## src/rtl/heartbeat_monitor.sv

```systemverilog
// heartbeat_monitor: receive-side checker for a heartbeat source that should
// pulse once every 2^N cycles. Measures each inter-beat interval, locks after
// a run of good beats, flags early beats and missed beats, and declares the
// source lost after too many consecutive misses.
module heartbeat_monitor #(
    parameter int N          = 8,   // expected period is 2^N cycles
    parameter int TOL        = 2,   // accepted deviation from the period, in cycles
    parameter int LOCK_COUNT = 4,   // consecutive good intervals needed to lock
    parameter int MISS_LIMIT = 2    // consecutive misses that declare the source lost
) (
    input  logic         clk,
    input  logic         reset,
    input  logic         in,
    output logic         alive,
    output logic         lost,
    output logic         early,
    output logic         late,
    output logic [N+1:0] period,
    output logic [15:0]  beats
);

    // Interval counter is two bits wider than the period so that it can hold
    // P+TOL and still has headroom to saturate while the source is lost.
    localparam int CW = N + 2;
    localparam int GW = $clog2(LOCK_COUNT + 1);
    localparam int MW = $clog2(MISS_LIMIT + 1);
    localparam int P  = 1 << N;

    localparam logic [CW-1:0] CNT_LO      = CW'(P - TOL);
    localparam logic [CW-1:0] CNT_HI      = CW'(P + TOL);
    // After a timeout the count restarts as if a beat had arrived exactly at
    // P, so the next expected beat is still measured against the ideal grid.
    localparam logic [CW-1:0] CNT_ANCHOR  = CW'(TOL + 1);
    localparam logic [CW-1:0] CNT_ONE     = CW'(1);
    localparam logic [CW-1:0] CNT_MAX     = {CW{1'b1}};
    localparam logic [GW-1:0] GOOD_TARGET = GW'(LOCK_COUNT);
    localparam logic [MW-1:0] MISS_TARGET = MW'(MISS_LIMIT);

    typedef enum logic [1:0] {
        ST_SEARCH = 2'd0,
        ST_TRACK  = 2'd1,
        ST_LOCKED = 2'd2,
        ST_LOST   = 2'd3
    } state_t;

    state_t          state_q,    state_d;
    logic            in_d_q;
    logic [CW-1:0]   cnt_q,      cnt_d;
    logic [GW-1:0]   good_cnt_q, good_cnt_d;
    logic [MW-1:0]   miss_cnt_q, miss_cnt_d;
    logic [CW-1:0]   period_q,   period_d;
    logic [15:0]     beats_q,    beats_d;
    logic            early_q,    early_d;
    logic            late_q,     late_d;
    logic            alive_q,    alive_d;
    logic            lost_q,     lost_d;

    logic            edge_w;
    logic            timeout_w;
    logic            in_window_w;
    logic [GW-1:0]   good_inc_w;
    logic [MW-1:0]   miss_inc_w;
    logic [CW-1:0]   cnt_inc_w;

    // Only rising edges of the heartbeat count; a level held high is one beat.
    assign edge_w      = in & ~in_d_q;
    // A miss is declared when the window closes without a beat; an edge
    // arriving in that same cycle takes priority and is treated as good.
    assign timeout_w   = ~edge_w && (cnt_q == CNT_HI);
    // The counter never exceeds CNT_HI while tracking, so only the lower
    // bound needs testing to tell a good beat from an early one.
    assign in_window_w = (cnt_q >= CNT_LO);
    assign good_inc_w  = good_cnt_q + GW'(1);
    assign miss_inc_w  = miss_cnt_q + MW'(1);
    assign cnt_inc_w   = (cnt_q == CNT_MAX) ? cnt_q : cnt_q + CNT_ONE;

    // Next-state, counter and output decisions for each monitor state.
    always_comb begin
        state_d    = state_q;
        cnt_d      = cnt_inc_w;
        good_cnt_d = good_cnt_q;
        miss_cnt_d = miss_cnt_q;
        period_d   = period_q;
        beats_d    = beats_q;
        early_d    = 1'b0;
        late_d     = 1'b0;

        case (state_q)
            ST_SEARCH: begin
                if (edge_w) begin
                    // First beat only starts the measurement.
                    state_d = ST_TRACK;
                    cnt_d   = CNT_ONE;
                end else if (timeout_w) begin
                    late_d     = 1'b1;
                    cnt_d      = CNT_ANCHOR;
                    miss_cnt_d = miss_inc_w;
                    if (miss_inc_w >= MISS_TARGET) begin
                        state_d = ST_LOST;
                    end
                end
            end

            ST_TRACK, ST_LOCKED: begin
                if (edge_w) begin
                    cnt_d    = CNT_ONE;
                    period_d = cnt_q;
                    if (in_window_w) begin
                        beats_d    = beats_q + 16'd1;
                        miss_cnt_d = '0;
                        if (state_q == ST_TRACK) begin
                            good_cnt_d = good_inc_w;
                            if (good_inc_w >= GOOD_TARGET) begin
                                state_d = ST_LOCKED;
                            end
                        end
                    end else begin
                        // An early beat breaks the run of good intervals.
                        early_d    = 1'b1;
                        good_cnt_d = '0;
                        state_d    = ST_TRACK;
                    end
                end else if (timeout_w) begin
                    late_d     = 1'b1;
                    cnt_d      = CNT_ANCHOR;
                    miss_cnt_d = miss_inc_w;
                    if (state_q == ST_TRACK) begin
                        good_cnt_d = '0;
                    end
                    if (miss_inc_w >= MISS_TARGET) begin
                        state_d = ST_LOST;
                    end
                end
            end

            ST_LOST: begin
                // Timeouts are ignored here and the counter simply saturates;
                // any beat restarts tracking from scratch.
                if (edge_w) begin
                    state_d    = ST_TRACK;
                    cnt_d      = CNT_ONE;
                    good_cnt_d = '0;
                    miss_cnt_d = '0;
                end
            end

            default: begin
                state_d = ST_SEARCH;
            end
        endcase

        alive_d = (state_d == ST_LOCKED);
        lost_d  = (state_d == ST_LOST);
    end

    // State, edge-detect and interval counters.
    always_ff @(posedge clk or posedge reset) begin
        if (reset) begin
            state_q    <= ST_SEARCH;
            in_d_q     <= 1'b0;
            cnt_q      <= '0;
            good_cnt_q <= '0;
            miss_cnt_q <= '0;
        end else begin
            state_q    <= state_d;
            in_d_q     <= in;
            cnt_q      <= cnt_d;
            good_cnt_q <= good_cnt_d;
            miss_cnt_q <= miss_cnt_d;
        end
    end

    // Registered outputs, cleared immediately by reset.
    always_ff @(posedge clk or posedge reset) begin
        if (reset) begin
            period_q <= '0;
            beats_q  <= '0;
            early_q  <= 1'b0;
            late_q   <= 1'b0;
            alive_q  <= 1'b0;
            lost_q   <= 1'b0;
        end else begin
            period_q <= period_d;
            beats_q  <= beats_d;
            early_q  <= early_d;
            late_q   <= late_d;
            alive_q  <= alive_d;
            lost_q   <= lost_d;
        end
    end

    assign alive  = alive_q;
    assign lost   = lost_q;
    assign early  = early_q;
    assign late   = late_q;
    assign period = period_q;
    assign beats  = beats_q;

endmodule

```

## config.mk

```make
export PLATFORM = sky130hd
export DESIGN_NAME = heartbeat_monitor
export DESIGN_NICKNAME = d
export VERILOG_FILES = /design/src/rtl/heartbeat_monitor.sv
export SDC_FILE = /design/constraint.sdc
export NUM_CORES = 1
export LEC_CHECK = 0
export ABC_AREA = 1
export ABC_CLOCK_PERIOD_IN_PS = 2300
export BUFFER_PORTS_ARGS = -buffer_cell sky130_fd_sc_hd__buf_2
export CORE_ASPECT_RATIO = 1.25
export CORE_MARGIN = 2
export CORE_UTILIZATION = 50
export CTS_BUF_LIST = sky130_fd_sc_hd__clkbuf_8
export DETAILED_ROUTE_END_ITERATION = 10
export PLACE_DENSITY = 0.71
export SYNTH_ARGS = -nofsm -noshare
export SYNTH_HDL_FRONTEND = slang
export SYNTH_SLANG_ARGS = --single-unit
```

## constraint.sdc

```tcl
create_clock -name clk -period 2.3 [get_ports clk]
set_clock_uncertainty 0.2 [all_clocks]
set_input_delay 0.115 -clock clk [delete_from_list [all_inputs] [get_ports clk]]
set_output_delay 0.115 -clock clk [all_outputs]
set_load 0.02 [all_outputs]
```

* Yosys cells after proc, flatten, opt, wreduce, memory -nomap -nowiden
Cells that the tools add are included.
Storage, ports and cells: output and inout port bits 30, word-level logic and storage cells 76, bits in registers 48
Cells by class: equality and inequality tests 13, order comparisons 3, add/sub/neg operators 4, bitwise logic cells 3, reductions and logical operators 9, muxes and demuxes 33
Operators with widths (count):
- 10-bit two-way mux | 4
- 2-bit two-way mux | 13
- 10-bit case mux with 2 select lines | 1
- 3-bit two-way mux | 6
- 16-bit by 1-bit adder with 16-bit output (second input constant) | 1
- 3-bit inequality test (second input constant) | 4
- 2-bit case mux with 3 select lines | 2
- 10-bit by 1-bit adder with 10-bit output (second input constant) | 1
- 10-bit == test (second input constant) | 1
- 10-bit by 9-bit == test with 1-bit output (second input constant) | 1
- 10-bit by 8-bit >= comparator with 1-bit output (second input constant) | 1
- 2-bit == test (second input constant) | 4
- 1-bit two-way mux | 6
- 3-bit case mux with 2 select lines | 1
- 3-bit AND reduction | 2
- 5-bit AND reduction | 1
- 2-bit inequality test (second input constant) | 2
- 3-bit by 1-bit adder with 3-bit output (second input constant) | 1
- 3-bit >= comparator (second input constant) | 1
- 3-bit OR reduction | 1
- 2-bit by 1-bit adder with 2-bit output (second input constant) | 1
- 2-bit by 1-bit == test with 1-bit output (second input constant) | 1
- 2-bit >= comparator (second input constant) | 1
- 2-bit logical NOT | 1
- 6 further kinds | 7

* Logic depth before layout (Yosys ltp)
Gate-level depths: netlist (run 1).
depth after elaboration 8, gate-level depth with buffers 12, gate-level depth less buffers 12

* Worst setup path after synthesis (run 1)
OpenSTA, ideal clock, no wires.
path type reg2reg, start register state_q[1], end register beats_q[11] (netlist: beats[11]), path buffers 0, cell stages (with the launch flop) 9, clock period less this slack 1851 ps, data required time 1970 ps, arrival 1521 ps, slack 449 ps, cell sequence dfrtp_1 -> inv_1 -> ha_1 -> inv_1 -> nor2_4 -> nand2_8 -> nor2_4 -> nand2_2 -> xnor2_2
On the way: longest elaborated chain between the ends 3, elaborated cells between the ends (all ways) 4, classes of those cells eq/ne: 2; reduce/logical: 2
RTL lines:
- start, declared | RTL line 46 | state_t state_q, state_d;
- start signal, assigned | RTL line 165 | state_q <= state_d;
- 2-bit by 1-bit == test with 1-bit output or 2-bit == test (tied branches) | RTL line 88 | case (state_q)
- 2-bit OR reduction * | RTL line 88
- 3-bit AND reduction (no line) *
- end signal, assigned | RTL line 184 | beats_q <= beats_d;
- end, declared | RTL line 52 | logic [15:0] beats_q, beats_d;
Every way passes the cells marked *; elsewhere a longest branch is shown, timed or not. A chain may end at the register's enable or synchronous reset.

* Worst setup path in the final report (run 1)
start register state_q[0], end register beats_q[11] (netlist: beats[11])
Same word-level chain as after synthesis.

==> results.cfg, run 1 <==
[outcome]
status = completed

[timing]
fmax_mhz = 491
period_share_pct = 88.6
timing.hold.ws_ns = 0.0935
rsz0062_at_grt = false
maxSlewHeadroom_pct = 64.1
final_hold_viol_count = 0
tightestPinTransition_ns = 0.534
tns_ns = 0
slew_violations = 0
post-route-min-period_ns = 2.04
setup_violations = 0

[layout]
nets = 367
n_antenna_cell = 0
drive_above_1_share_pct = 16.5
syn_to_final_growth_pct = 14.7
register_area_mm2 = 0.00120
fin_cells = 419
multi_input_area_mm2 = 0.00117
fillers = 473

[drt]
drc = 0
final_antenna_net_count = 0
dr.first_iter.drc_count = 115
num_vias = 2067
first_pass_iters = 4
via_per_inst = 4.93
drt_wl_total_mm = 5.03
wl_per_cell_um = 12.0

[global_route]
grt_antenna_before_repair = 0
grt_max_degree = 21
grt-ovfl-total = 0
grt_pass1_vias = 1950
grt_usage_pct = 19.7
grt_pass1_wl_mm = 8.78

[setup_path]
r2r_start = state_q[0]
max_stage_delay_ns = 0.45
rrSetupSlack_ns = 0.26
path_cells = inv_1 > ha_1 > inv_1 > nor2_4 > nand2_8 > nor2_4 > nand2_2 > xnor2_2
critical_path.top_delay_family = simple AND/OR/NAND/NOR gates
critPathCaptureType = flop
timing.rr.end = beats[11]
worst-path-buf-inv = 2
critPathKind = flop to flop
cp.arrival_ns = 2.02
cp.required_ns = 2.28
startpoint_type = flop
worst-path-max-fanout = 10
worst_path_max_delay_cell = dfrtp_1
reg2reg_depth = 8

[yosys]
syn_area_mm2 = 0.00256
yosys.area.top_type = dfrtp_1
synthCells = 315
ys_seq_area_share_pct = 47.0
synth_edf_count = 0
yosys.cell_types.count = 30
synthFlopType = dfrtp_1
ys_seq_elements = 48
avgSynthCellArea_um2 = 8.11
yosys.cell_count.top_type = nand2_1
synth.area.top_cells = dfrtp_1, nand2_1, inv_1
synth.top_cells.by_count = nand2_1, dfrtp_1, inv_1
synth_top_area_share_pct = 47.0
async_reset_ff_share_pct = 100
synth_fp_nets = 326
ys.warnings.count = 0

[job]
cap_violations = 0

[floorplan]
die_h_um = 83.9
num_rows = 29
ios = 33
die_w_um = 68.0
floorplan.initialDensity_pct = 51.0
core-area_mm2 = 0.00501
die_area_mm2 = 0.00570

[clock_tree]
clk_latency_ns = 0.30
cts_tree = built
clockBufferDepth = 2
cts_setup_buffers = 0
cts-root-buf = clkbuf_8
cts_sinks = 48
holdBufCountCts = 2
post_cts_resized = 0
cts_buffers = 5
cts.clk_slew.worst_paths_ns = 0.09
ctsHtreeMaxLevel = 2

[power]
internal-power_uw = 1330
ir_drop_mv = 0.240
swShare_pct = 28.8
powerDensity_mw_per_mm2 = 638
p_seq_share_pct = 51.1
power_switching_uw = 538
power.share.combinational_pct = 16.8
power.share.clock_pct = 32.1
power_leakage_uw = 0.00152

[placement]
port_buffers = 32
place_hpwl_mm = 3.81
gp_congestion = 0.899
dp.cells = 409

[min_path]
hp-class = primary input to async pin
## metrics by stage
stage / worst slack [ns] / instance area, µm² / power, µW / util, %
6_report: 0.261 / 2930 / 1870 / 58.5
5_1_grt: 0.0727 / 2930 / 1980 / 58.5
4_1_cts: 0.262 / 2930 / 1900 / 58.5
3_5_place_dp: 0.277 / 2800 / 1290 / 55.9
3_3_place_gp: 0.356 / 2800 / 1280 / 55.9
2_1_floorplan: 0.449 / 2560 / 1200 / -
## state kept, by name, summed over array words and instances (netlist names), 2 cells and up
name / flops
good_cnt_q: 3
miss_cnt_q: 2
cnt_q: 10
period: 10
beats: 16
state_q: 2
## area by class of cell
type                    count  area share [%]
clock buffers               5            2.35
clock inverters             3            1.45
inverters                  45            5.93
multi-input cells         220            40.0
flip-flops and latches     48            41.0
well taps                  62            2.65
repair buffers             36            6.66
## tightest hold or removal path, delay by kind of cell
family   cells  cell delay [ns]
buf+inv      3             0.88
## cell usage in the layout, fill, tap and decap left out, drive strengths merged
master / netlist / routed
nand4: 4 / 4
dfrtp: 48 / 48
clkinv: 1 / 2
o2111ai: 1 / 1
xor2: 11 / 11
xnor2: 6 / 6
inv: 44 / 44
o21bai: 1 / 1
clkbuf: 1 / 5
ha: 8 / 8
nor2: 34 / 34
a31oi: 2 / 2
a211oi: 1 / 1
nor3: 12 / 12
bufinv: 0 / 1
clkinvlp: 0 / 1
buf: 1 / 34
a21oi: 6 / 6
o21ai: 17 / 17
dlygate4sd3: 0 / 2
a21boi: 1 / 1
nand3: 22 / 22
nand2: 94 / 94
## metal layers
| layer | part of all wire (%) | GRT usage (%) |
|---|---|---|
| met1 | 48 | 27.3 |
| met2 | 48 | 30.6 |
| met3 | 3.4 | 3.64 |
| met4 | 1.4 | 6.18 |
| met5 | 0 | 0 |
## kinds of logic after synthesis
logic type | count (synthesis) | share of synthesized area, %
XOR/XNOR | 17 | 6.12
adder cells (fa/ha/maj) | 8 | 3.92
buffers and inverters | 47 | 7.15
flip-flops | 48 | 47.0
AND/OR/NAND/NOR | 166 | 29.6
AO/OA/AOI/OAI | 29 | 6.22
## how the worst max path moves through the flow
stage / start / to / slack (ns) / cells past startpoint
global placement: state_q[1] / beats[10] / 0.36 / 9
finish: state_q[0] / beats[11] / 0.26 / 8
global route: state_q[0] / miss_cnt_q[0] / 0.07 / 9
detailed placement: state_q[1] / beats[10] / 0.28 / 9
CTS: state_q[1] / beats[10] / 0.26 / 9
floorplan: state_q[1] / beats[11] / 0.45 / 8
## power by group through the flow
| stage | clock network [µW] | logic, µW | registers [µW] |
|---|---|---|---|
| 2_1_floorplan | 0 | 197 | 1000 |
| 3_3_place_gp | 0 | 309 | 972 |
| 3_5_place_dp | 0 | 313 | 972 |
| 4_1_cts | 623 | 316 | 956 |
| 5_1_grt | 660 | 357 | 967 |
| 6_report | 600 | 315 | 956 |
No activity file was read; power rests on OpenSTA's default activity.
==> run 2, diff against run 1 <==
PLACE_DENSITY = unset   (was 0.71)
PLACE_DENSITY_LB_ADDON = 0.15   (was unset)
SLEW_MARGIN = 30   (was unset)
==> run 2 against run 1 <==
Compared with the run above: critical path depth increased by 1; worst hold slack improved by 0.17 ns; clock power increased by 10%; flip-flop and latch count unchanged; sequential power about the same; critical path type unchanged; critical endpoint is now miss_cnt_q[0].
==> results.cfg, run 2 (synthesis results as in run 1) <==
[clock_tree]
clockBufferDepth = 2
clk_latency_ns = 0.30
cts_tree = built
cts-root-buf = clkbuf_8
post_cts_resized = 0
cts.clk_slew.worst_paths_ns = 0.09
holdBufCountCts = 2
cts_buffers = 5
ctsHtreeMaxLevel = 2
cts_setup_buffers = 0
cts_sinks = 48

[power]
powerDensity_mw_per_mm2 = 657
power_uw = 1930
power_leakage_uw = 0.00152
ir_drop_mv = 0.311

[min_path]
hp-class = primary input to flop
min_from = in

[setup_path]
crit_top_cell = inv_1
r2r_start = state_q[1]
worst-path-buf-inv = 3
cp.arrival_ns = 2.05
rrSetupSlack_ns = 0.26
path_cells = inv_1 > ha_1 > inv_1 > nor2_4 > nand3_1 > nand2_1 > o21ai_0 > nand2_1 > inv_1
worst-path-max-fanout = 6
cp.required_ns = 2.31
critPathKind = flop to flop
max_stage_delay_ns = 0.42
startpoint = state_q[1]
critical_path.top_delay_family = simple AND/OR/NAND/NOR gates
critPathCaptureType = flop
worst_path_max_delay_cell = dfrtp_1
startpoint_type = flop

[floorplan]
die_w_um = 68.0
ios = 33
die_h_um = 83.9
num_rows = 29
floorplan.initialDensity_pct = 51.0
die_area_mm2 = 0.00570
core-area_mm2 = 0.00501

[drt]
drc = 0
dr.first_iter.drc_count = 151
drt_wl_total_mm = 5.09
wl_per_cell_um = 12.2
num_vias = 2114
via_per_inst = 5.06
first_pass_iters = 6
final_antenna_net_count = 0

[outcome]
status = completed

[placement]
gp_congestion = 0.864
port_buffers = 32
place_hpwl_mm = 3.79

[global_route]
grt_pass1_wl_mm = 8.87
grt-ovfl-total = 0
grt_antenna_before_repair = 0
grt_pass1_vias = 1993
grt_usage_pct = 20.2
grt_max_degree = 49

[timing]
rsz0062_at_grt = false
final_hold_viol_count = 0
setup_violations = 0
tightestPinTransition_ns = 0.603
post-route-min-period_ns = 2.04
slew_violations = 0
period_share_pct = 88.8
fmax_mhz = 490
tns_ns = 0
maxSlewHeadroom_pct = 59.8

[layout]
largest_reg_flops = 16
n_antenna_cell = 0
syn_to_final_growth_pct = 15.0
final_common_cell = nand2_1
nets = 366
final_cell_mix = nand2_1, dfrtp_1, inv_1
drive_above_1_share_pct = 16.3
fillers = 467

[job]
cap_violations = 0
## run 2: stage by stage
| stage | cells | cell area [µm²] | hold slack (ns) | util (%) | worst slack [ns] |
|---|---|---|---|---|---|
| CTS | 418 | 2940 | 0.260 | 58.7 | 0.259 |
| floorplan | 315 | 2560 | -0.0536 | - | 0.449 |
| finish | 418 | 2940 | 0.268 | 58.7 | 0.258 |
| global route | 418 | 2940 | 0.280 | 58.7 | 0.0649 |
| global placement | 408 | 2790 | 0.0392 | 55.8 | 0.356 |
| detailed placement | 408 | 2790 | 0.0432 | 55.8 | 0.275 |
## run 2: path summary, 6_finish.rpt
kind                       depth (start not counted)            end
min in group asynchronous                          4  miss_cnt_q[0]
setup reg to reg                                   9  miss_cnt_q[0]
hold / removal                                     2         in_d_q
setup / recovery                                   9  miss_cnt_q[0]
max in group asynchronous                          4      period[5]
hold reg to reg                                    2      period[8]
## run 2: worst register-to-register path: cells and delay by family (launching register included)
family / cells / cell delay, ns
AO/OA/AOI/OAI: 1 / 0.08
adder cells (fa/ha/maj): 1 / 0.36
buffers and inverters: 3 / 0.25
flip-flops: 1 / 0.42
AND/OR/NAND/NOR: 4 / 0.63
## run 2: metal layers
layer | track usage [%] | wire, µm
met1 | 26.6 | 2300
met2 | 32.6 | 2540
met3 | 4.45 | 174
met4 | 6.00 | 77
met5 | 0 | 0
## run 2: area by class of cell
type	count	area, µm²	area share (%)
Clock buffer	7	96.3	3.28
Clock inverter	1	30.0	1.02
Inverter	45	174	5.92
Multi-Input combinational cell	220	1170	39.9
Sequential cell	48	1200	40.9
Tap cell	62	77.6	2.64
Timing Repair Buffer	35	188	6.39
## run 2: power by group
group | total, µW | switching (µW) | internal, µW | leakage (µW)
clock | 660 | 276 | 384 | 0.0000645
combinational | 313 | 209 | 104 | 0.000822
sequential | 958 | 53.3 | 904 | 0.000635
